**config.mk**
```make
export PLATFORM = sky130hd
export DESIGN_NAME = vga_timing_gen
export DESIGN_NICKNAME = d
export VERILOG_FILES = /design/src/rtl/vga_timing_gen.sv
export SDC_FILE = /design/constraint.sdc
export NUM_CORES = 1
export LEC_CHECK = 0
export CORE_MARGIN = 2
export CORE_UTILIZATION = 47
export DETAILED_ROUTE_END_ITERATION = 7
export PLACE_DENSITY = 0.79
export SLEW_MARGIN = 30
export SYNTH_ARGS = -nofsm -noshare
export SYNTH_HDL_FRONTEND = slang
export SYNTH_SLANG_ARGS = --single-unit
```
**constraint.sdc**
```tcl
create_clock -name vga_clk -period 3.25 [get_ports vga_clk]
set_input_delay 0.4875 -clock vga_clk [delete_from_list [all_inputs] [get_ports vga_clk]]
set_output_delay 0.4875 -clock vga_clk [all_outputs]
set_load 0.005 [all_outputs]
```
**src/rtl/vga_timing_gen.sv**
```systemverilog
// VGA raster timing generator: pixel/line counters, registered syncs, blank and
// frame markers, plus a one-clock lookahead for 1-cycle-latency ROM addressing.
module vga_timing_gen #(
  parameter int H_VIS  = 640,
  parameter int H_FP   = 16,
  parameter int H_SYNC = 96,
  parameter int H_BP   = 48,
  parameter int V_VIS  = 480,
  parameter int V_FP   = 10,
  parameter int V_SYNC = 2,
  parameter int V_BP   = 33
) (
  input  logic       vga_clk,
  input  logic       reset,
  input  logic       en,
  output logic [9:0] DrawX,
  output logic [9:0] DrawY,
  output logic [9:0] next_x,
  output logic [9:0] next_y,
  output logic       hs,
  output logic       vs,
  output logic       blank,
  output logic       frame_start,
  output logic [7:0] frame_count,
  output logic       running
);

  localparam int H_TOT = H_VIS + H_FP + H_SYNC + H_BP;
  localparam int V_TOT = V_VIS + V_FP + V_SYNC + V_BP;

  localparam logic [9:0] H_MAX  = 10'(H_TOT - 1);
  localparam logic [9:0] V_MAX  = 10'(V_TOT - 1);
  localparam logic [9:0] H_VISL = 10'(H_VIS);
  localparam logic [9:0] V_VISL = 10'(V_VIS);
  localparam logic [9:0] HS_BEG = 10'(H_VIS + H_FP);
  localparam logic [9:0] HS_END = 10'(H_VIS + H_FP + H_SYNC - 1);
  localparam logic [9:0] VS_BEG = 10'(V_VIS + V_FP);
  localparam logic [9:0] VS_END = 10'(V_VIS + V_FP + V_SYNC - 1);

  typedef enum logic [1:0] {STOP, RUN, DRAIN} state_t;

  state_t     state_q, state_d;
  logic [9:0] draw_x_q, draw_x_d;
  logic [9:0] draw_y_q, draw_y_d;
  logic [9:0] next_x_q, next_x_d;
  logic [9:0] next_y_q, next_y_d;
  logic       hs_q, hs_d;
  logic       vs_q, vs_d;
  logic       blank_q, blank_d;
  logic       frame_start_q, frame_start_d;
  logic [7:0] frame_count_q, frame_count_d;
  logic       running_q, running_d;

  function automatic logic [9:0] h_step(input logic [9:0] x);
    return (x == H_MAX) ? 10'd0 : x + 10'd1;
  endfunction

  function automatic logic [9:0] v_step(input logic [9:0] x, input logic [9:0] y);
    if (x != H_MAX) return y;
    return (y == V_MAX) ? 10'd0 : y + 10'd1;
  endfunction

  always_comb begin
    state_d = state_q;
    case (state_q)
      STOP:    if (en) state_d = RUN;
      RUN:     if (!en) state_d = DRAIN;
      DRAIN:   if (en) state_d = RUN;
               else if (draw_x_q == H_MAX && draw_y_q == V_MAX) state_d = STOP;
      default: state_d = STOP;
    endcase

    // STOP holds at the origin; the STOP->RUN edge keeps (0,0) for the first RUN cycle.
    if (state_q == STOP) begin
      draw_x_d = 10'd0;
      draw_y_d = 10'd0;
    end else begin
      draw_x_d = h_step(draw_x_q);
      draw_y_d = v_step(draw_x_q, draw_y_q);
    end

    // Counters always advance outside STOP, so the lookahead is known one clock early.
    if (state_d == STOP) begin
      next_x_d = 10'd0;
      next_y_d = 10'd0;
    end else begin
      next_x_d = h_step(draw_x_d);
      next_y_d = v_step(draw_x_d, draw_y_d);
    end

    running_d     = (state_d != STOP);
    hs_d          = !(running_d && draw_x_d >= HS_BEG && draw_x_d <= HS_END);
    vs_d          = !(running_d && draw_y_d >= VS_BEG && draw_y_d <= VS_END);
    blank_d       = running_d && (draw_x_d < H_VISL) && (draw_y_d < V_VISL);
    frame_start_d = (state_d == RUN) && (draw_x_d == 10'd0) && (draw_y_d == 10'd0);
    frame_count_d = frame_count_q + {7'd0, frame_start_q};
  end

  always_ff @(posedge vga_clk or posedge reset) begin
    if (reset) begin
      state_q       <= STOP;
      draw_x_q      <= 10'd0;
      draw_y_q      <= 10'd0;
      next_x_q      <= 10'd0;
      next_y_q      <= 10'd0;
      hs_q          <= 1'b1;
      vs_q          <= 1'b1;
      blank_q       <= 1'b0;
      frame_start_q <= 1'b0;
      frame_count_q <= 8'd0;
      running_q     <= 1'b0;
    end else begin
      state_q       <= state_d;
      draw_x_q      <= draw_x_d;
      draw_y_q      <= draw_y_d;
      next_x_q      <= next_x_d;
      next_y_q      <= next_y_d;
      hs_q          <= hs_d;
      vs_q          <= vs_d;
      blank_q       <= blank_d;
      frame_start_q <= frame_start_d;
      frame_count_q <= frame_count_d;
      running_q     <= running_d;
    end
  end

  assign DrawX       = draw_x_q;
  assign DrawY       = draw_y_q;
  assign next_x      = next_x_q;
  assign next_y      = next_y_q;
  assign hs          = hs_q;
  assign vs          = vs_q;
  assign blank       = blank_q;
  assign frame_start = frame_start_q;
  assign frame_count = frame_count_q;
  assign running     = running_q;

endmodule

```
==> run_results.csv, run 1 <==
group,metric,value,unit
power_and_ir_drop,p_sw,0.448,mW
cells_and_area,growth_of_design_area_from_synthesis_to_finish,29.0,%
cells_and_area,layout-drive-gt1-share,0.139,
floorplan,rows,29,
run_status,result_of_the_run,"complete, no violations",
clocking,tritoncts_num_sinks,55,
drt,route.detailed.drc,0,
run,max_cap_viol,0,
global_route,grt_antenna_before_repair,0,
placement,place.port_buffers,55,
cells_and_area,antenna_cells,0,
global_route,grt_pass1_wl,12.4,mm
synthesis,synth_nets,326,
drt,drt-initial-drc-count,172,
setup_path,cpMostUsedCell,"buf_4",
power_and_ir_drop,cellPowerDensity,396,mW/mm^2
cells_and_area,fin_nets,401,
clocking,insertion_delay,0.31,ns
clocking,ctsHtreeMaxLevel,2,
setup_path,critical_path_depth,12,
timing,grt_setup_unrepaired,"no",
timing,max_freq,0.325,GHz
placement,gp_routability_congestion,0.989,
placement,post_placement_cell_count,456,
setup_path,path_max_fanout,7,
setup_path,cpLargestDelayFamily,"simple AND/OR/NAND/NOR gates",
synthesis,synthesis.area_per_instance,9.72,um^2
cells_and_area,final_cells,466,
setup_path,number_of_cells_on_the_worst_reg_to_reg_path,12,
synthesis,ys.flop_type,"dfrtp_1",
timing,finalCriticalPeriod,3.08,ns
synthesis,async_reset_ff_frac,1.00,
setup_path,critPathLaunchType,"flip-flop",
setup_path,timing.critical_path.slowest_stage_cell,"or4_1",
timing,final-max-slew-violation-count,0,
timing,layout_worst_path_cycle_share,0.946,
setup_path,worst-endpoint-arrival,3.31,ns
synthesis,synth-seq-area-share,0.453,
timing,worst_pin_slew,0.669,ns
clocking,max-clock-path-buffers,2,
power_and_ir_drop,power.share.combinational,0.242,
placement,dp_slack,0.0462,ns
synthesis,yosysWarnings,0,
floorplan,die_w,84.5,um
power_and_ir_drop,clock_power_share,0.239,
synthesis,synth_top_area_share,0.436,
floorplan,core_region_area,0.00631,mm^2
hold_path,hp-class,"reg2reg",
global_route,gr_util_all_layers,0.218,
timing,slew_headroom,0.553,
clocking,post_cts_hold_buffer_count,0,
setup_path,ordered_list_of_cells_on_the_worst_path,"ha_2 > buf_4 > and4_1 > nand3_2 > nor3_1 > o21ai_0 > buf_4 > inv_1 > ha_1 > nand4_2 > or4_1 > a21oi_1",
synthesis,yosys.area.top_type,"dfrtp_1",
clocking,cts_clk_pin_slew_worst_paths,0.10,ns
drt,drt-wirelength-per-cell,16.7,um
synthesis,netlist-cell-type-count,58,
setup_path,setup.worst_path.class,"reg2reg",
power_and_ir_drop,power_leakage,1.68,nW
drt,drt_pre_antenna_iters,4,
power_and_ir_drop,power_frac_seq,0.519,
cells_and_area,fill_cell_total_of_the_finished_layout,558,
timing,totalNegativeSetupSlack,0,ns
synthesis,synth.area.top_cells,"dfrtp_1 (44%), nor2_1 (4.3%), xnor2_1 (4.3%)",
placement,place.detailed.hpwl,5.87,mm
timing,postLayoutSetupSlackWorst,0.174,ns
drt,drt_wl_total,7.79,mm
synthesis,netlist_top_cells_count,"dfrtp_1 (53), nor2_1 (35), nand3_1 (21), nand2_1 (18)",
synthesis,postSynthCellCount,313,
power_and_ir_drop,vdd_drop_max,0.342,mV
floorplan,die_height,84.5,um
setup_path,cpPeakStageDelay,0.44,ns
timing,final_hold_viol_count,0,
power_and_ir_drop,internal_power,1.11,mW
global_route,grt_max_degree,36,
drt,route.detailed.vias_per_inst,5.95,
setup_path,crit_required,3.48,ns
drt,detailed_route_via_count,2775,
clocking,clk_root_buffer_cell,"clkbuf_8",
timing,setup_violations,0,
drt,antenna_violating_nets_post_route,0,
global_route,global_route.overflow_total,0,
clocking,tritoncts,"yes",
setup_path,worstSetupEndpointType,"flip-flop",
synthesis,synth_edf_count,0,
global_route,first_global_vias,2643,
setup_path,critical_path_buf_inv_count,3,
synthesis,ys_ff_latch,55,
synthesis,synth.cell_area,0.00304,mm^2
hold_path,hold_path_depth,1,
floorplan,io-pin-count,56,
timing,clock_skew,0.00927,ns
clocking,cts_made_buffers,5,
synthesis,synthMostInstantiatedCell,"dfrtp_1",
floorplan,die-area,0.00713,mm^2
floorplan,initial_utilization,0.482,
power_and_ir_drop,sw_frac_of_total,0.288,
-- power groups by stage --
| stage | registers (mW) | clock network [mW] | logic, mW |
|---|---|---|---|
| 5_1_grt | 0.818 | 0.397 | 0.409 |
| 2_1_floorplan | 0.818 | 0 | 0.163 |
| 3_3_place_gp | 0.816 | 0 | 0.369 |
| 3_5_place_dp | 0.817 | 0 | 0.370 |
| 4_1_cts | 0.805 | 0.382 | 0.372 |
| 6_report | 0.808 | 0.372 | 0.376 |
-- layout make-up --
class | instances | area, um^2 | area share
repair buffers | 76 | 708 | 0.180
well taps | 77 | 96.3 | 0.0245
clock inverters | 2 | 12.5 | 0.00319
multi-input cells | 234 | 1590 | 0.406
clock buffers | 6 | 72.6 | 0.0185
inverters | 16 | 62.6 | 0.0159
flip-flops and latches | 55 | 1380 | 0.351
-- layer usage --
layer | wire [um] | GRT usage | part of all wire | up-vias
met5 | 0 | 0 | 0 | -
met4 | 277 | 0.0981 | 0.036 | 0
met3 | 458 | 0.0374 | 0.059 | 30
met2 | 3790 | 0.363 | 0.49 | 117
met1 | 3260 | 0.280 | 0.42 | 1357
li1 | - | - | - | 1271
-- cells by family (layout without fill, tap and decap cells) --
kind of cell	after synthesis	count (layout)	share of synthesized area
AND/OR/NAND/NOR	149	149	0.274
flip-flops	55	55	0.453
AO/OA/AOI/OAI	44	44	0.104
XOR/XNOR	27	27	0.0777
buffers and inverters	24	100	0.0362
adder cells (fa/ha/maj)	10	10	0.0411
multiplexers	4	4	0.0136
-- worst paths after layout --
check	start	end	slack, ns
setup / recovery	DrawX[0]	next_y[8]	0.17
hold / removal	frame_count[7]	frame_count[7]	0.48
setup reg to reg	DrawX[0]	next_y[8]	0.17
hold reg to reg	frame_count[7]	frame_count[7]	0.48
max in group asynchronous	reset	hs	1.94
min in group asynchronous	reset	frame_start	0.49
-- sequential cells by signal, summed over array words and instances, names as in the netlist --
signal,count
DrawX,10
DrawY,10
frame_count,8
blank,1
frame_start,1
state_q,2
running,1
next_y,10
hs,1
next_x,10
vs,1
-- per-stage QoR --
step	hold slack (ns)	instance area (um^2)	total power, mW	utilization
after floorplan	0.468	3040	0.981	-
after global placement	0.464	3780	1.18	0.599
after detailed placement	0.469	3780	1.19	0.599
after CTS	0.482	3870	1.56	0.613
after global routing	0.506	3930	1.62	0.622
final	0.478	3930	1.56	0.622
-- repair_timing --
action | in CTS | in global routing
endpoints found under the setup margin | 0 | 15
setup buffers | 0 | 2
gates resized for setup | 0 | 9
-- worst register-to-register path: stages (launching register included) --
cell	delay, ns
dfrtp_2	0.42
ha_2	0.22
buf_4	0.14
and4_1	0.31
nand3_2	0.18
nor3_1	0.23
o21ai_0	0.18
buf_4	0.18
inv_1	0.06
ha_1	0.29
nand4_2	0.17
or4_1	0.44
a21oi_1	0.18
-- cell usage in the layout (no fill, tap or decap), types with 3 or more instances in the layout --
cell	n
nand4b_1	3
o21ai_0	9
nor2_1	34
and2_1	6
xor2_1	12
a21oi_1	10
or3_1	6
or4_1	3
nand2_1	18
clkbuf_8	5
xnor2_1	15
nor3_1	9
mux2i_1	3
buf_4	21
inv_1	14
clkdlybuf4s50_1	55
nand4_1	10
and3_1	7
nand3_1	20
nor4_1	7
o31ai_1	3
and4_1	4
ha_1	8
dfrtp_1	52
No activity file was read; power rests on OpenSTA's default activity.
==> run 2, diff against run 1 <==
- CORE_MARGIN: 2 -> unset
- CORE_UTILIZATION: 47 -> 49
- CTS_BUF_LIST: unset -> sky130_fd_sc_hd__clkbuf_4 sky130_fd_sc_hd__clkbuf_8
- PLACE_DENSITY: 0.79 -> 0.81
==> run 2 against run 1 <==
  * Critical path depth down 3
  * Clock-buffer cell count grew 2
  * Worst setup slack better by 0.039 ns
  * Critical endpoint is now next_y[4]
==> run_results.csv, run 2 (synthesis gave the netlist of run 1 again) <==
group,metric,value,unit
run_status,result_of_the_run,"complete, no violations",
drt,drt_pre_antenna_iters,4,
setup_path,cp-startpoint,"DrawX[1]",
setup_path,startpoint_of_the_most_critical_register_to_register_path,"DrawX[1]",
drt,antenna_violating_nets_post_route,0,
clocking,cts_clk_pin_slew_worst_paths,0.10,ns
clocking,ctsHtreeMaxLevel,2,
timing,final.hold.worst_slack,0.473,ns
timing,final_hold_viol_count,0,
timing,max_freq,0.329,GHz
timing,totalNegativeSetupSlack,0,ns
cells_and_area,growth_of_design_area_from_synthesis_to_finish,28.4,%
run,max_cap_viol,0,
global_route,first_global_vias,2593,
setup_path,number_of_cells_on_the_worst_reg_to_reg_path,9,
hold_path,worst_hold_startpoint,"frame_count[7]",
setup_path,worstSetupEndpointType,"flip-flop",
placement,post_placement_cell_count,454,
setup_path,path_max_fanout,8,
drt,route.detailed.vias_per_inst,5.83,
floorplan,die-area,0.00653,mm^2
timing,clock_skew,0.00761,ns
drt,detailed_route_via_count,2701,
setup_path,crit-reg2reg-capture,"next_y[4]",
setup_path,reg_to_reg_setup_timing_slack,0.21,ns
timing,final-max-slew-violation-count,0,
timing,finalCriticalPeriod,3.04,ns
cells_and_area,fill_cell_total_of_the_finished_layout,500,
setup_path,setup.worst_path.class,"reg2reg",
clocking,clk_root_buffer_cell,"clkbuf_8",
cells_and_area,most-common-layout-cells,"clkdlybuf4s50_1 (55), dfrtp_1 (53), nor2_1 (34)",
drt,drt_wl_total,7.52,mm
clocking,cts_made_buffers,5,
timing,grt_setup_unrepaired,"no",
drt,drt-initial-drc-count,197,
floorplan,rows,28,
cells_and_area,fin_nets,400,
setup_path,worst-endpoint-arrival,3.22,ns
clocking,max-clock-path-buffers,2,
cells_and_area,antenna_cells,0,
power_and_ir_drop,vdd_drop_max,0.321,mV
floorplan,core_region_area,0.00596,mm^2
placement,place.port_buffers,55,
global_route,global_route.overflow_total,0,
placement,place.detailed.hpwl,5.75,mm
global_route,gr_util_all_layers,0.249,
cells_and_area,layout-drive-gt1-share,0.126,
floorplan,io-pin-count,56,
placement,gp_routability_congestion,0.963,
power_and_ir_drop,cellPowerDensity,407,mW/mm^2
timing,layout_worst_path_cycle_share,0.934,
power_and_ir_drop,power_leakage,1.69,nW
timing,slew_headroom,0.559,
clocking,insertion_delay,0.31,ns
clocking,tritoncts,"yes",
floorplan,die_height,80.8,um
hold_path,hp-class,"reg2reg",
hold_path,hold_path_depth,1,
drt,drt-wirelength-per-cell,16.2,um
global_route,grt_max_degree,56,
setup_path,critPathLaunchType,"flip-flop",
floorplan,initial_utilization,0.511,
cells_and_area,layout_commonest_cell,"clkdlybuf4s50_1",
clocking,tritoncts_num_sinks,55,
drt,route.detailed.drc,0,
cells_and_area,final_cells,463,
floorplan,die_w,80.8,um
hold_path,min_delay_worst_endpoint,"frame_count[7]",
global_route,grt_antenna_before_repair,0,
timing,setup_violations,0,
setup_path,crit_required,3.44,ns
timing,worst_pin_slew,0.662,ns
global_route,grt_pass1_wl,12.2,mm
run 2: power by group:
part	switching, mW	internal [mW]	total, mW
sequential	0.0623	0.752	0.814
clock	0.218	0.203	0.421
combinational	0.161	0.196	0.356
run 2: metrics by stage:
step	power (mW)	util	area, um^2	worst slack [ns]
after floorplan	0.981	-	3040	0.137
after global placement	1.17	0.635	3780	0.218
after detailed placement	1.18	0.636	3780	0.103
after CTS	1.60	0.653	3890	0.0707
after global routing	1.67	0.656	3910	0.0351
final	1.59	0.656	3910	0.213
run 2: routing by layer:
metal  up-vias  GRT usage  wire (um)
li1       1274          -          -
met5         -          0          0
met2        89      0.438       3830
met3        21     0.0539        327
met4         0     0.0964        180
met1      1317      0.296       3180
run 2: how the worst max path moves through the flow:
stage	endpoint	slack, ns	depth (start not counted)
5_1_grt	next_y[4]	0.04	11
6_report	next_y[4]	0.21	9
3_3_place_gp	next_y[8]	0.22	13
2_1_floorplan	next_y[8]	0.14	13
3_5_place_dp	next_y[8]	0.10	13
4_1_cts	next_y[8]	0.07	13
run 2: what timing repair did:
action | in CTS | in global routing
gates resized for setup | 0 | 3
setup endpoints to repair | 0 | 12
hold endpoints to repair | 0 | 0
hold buffers | 0 | 0
setup buffers | 0 | 1
run 2: final cells by class:
| type | count | area, um^2 | area share |
|---|---|---|---|
| Multi-Input combinational cell | 234 | 1570 | 0.401 |
| Timing Repair Buffer | 75 | 701 | 0.179 |
| Clock buffer | 8 | 104 | 0.0266 |
| Sequential cell | 55 | 1380 | 0.353 |
| Tap cell | 75 | 93.8 | 0.0240 |
| Inverter | 16 | 65.1 | 0.0167 |
run 2: critical path, stage by stage (launching register included):
cell and delay, ns:
dfrtp_1 0.40, ha_2 0.26, nand4_2 0.18, buf_4 0.22, nor4_1 0.34, xnor2_1 0.32
a21boi_0 0.43, nand4b_1 0.26, o21ai_2 0.38, nor3_1 0.11
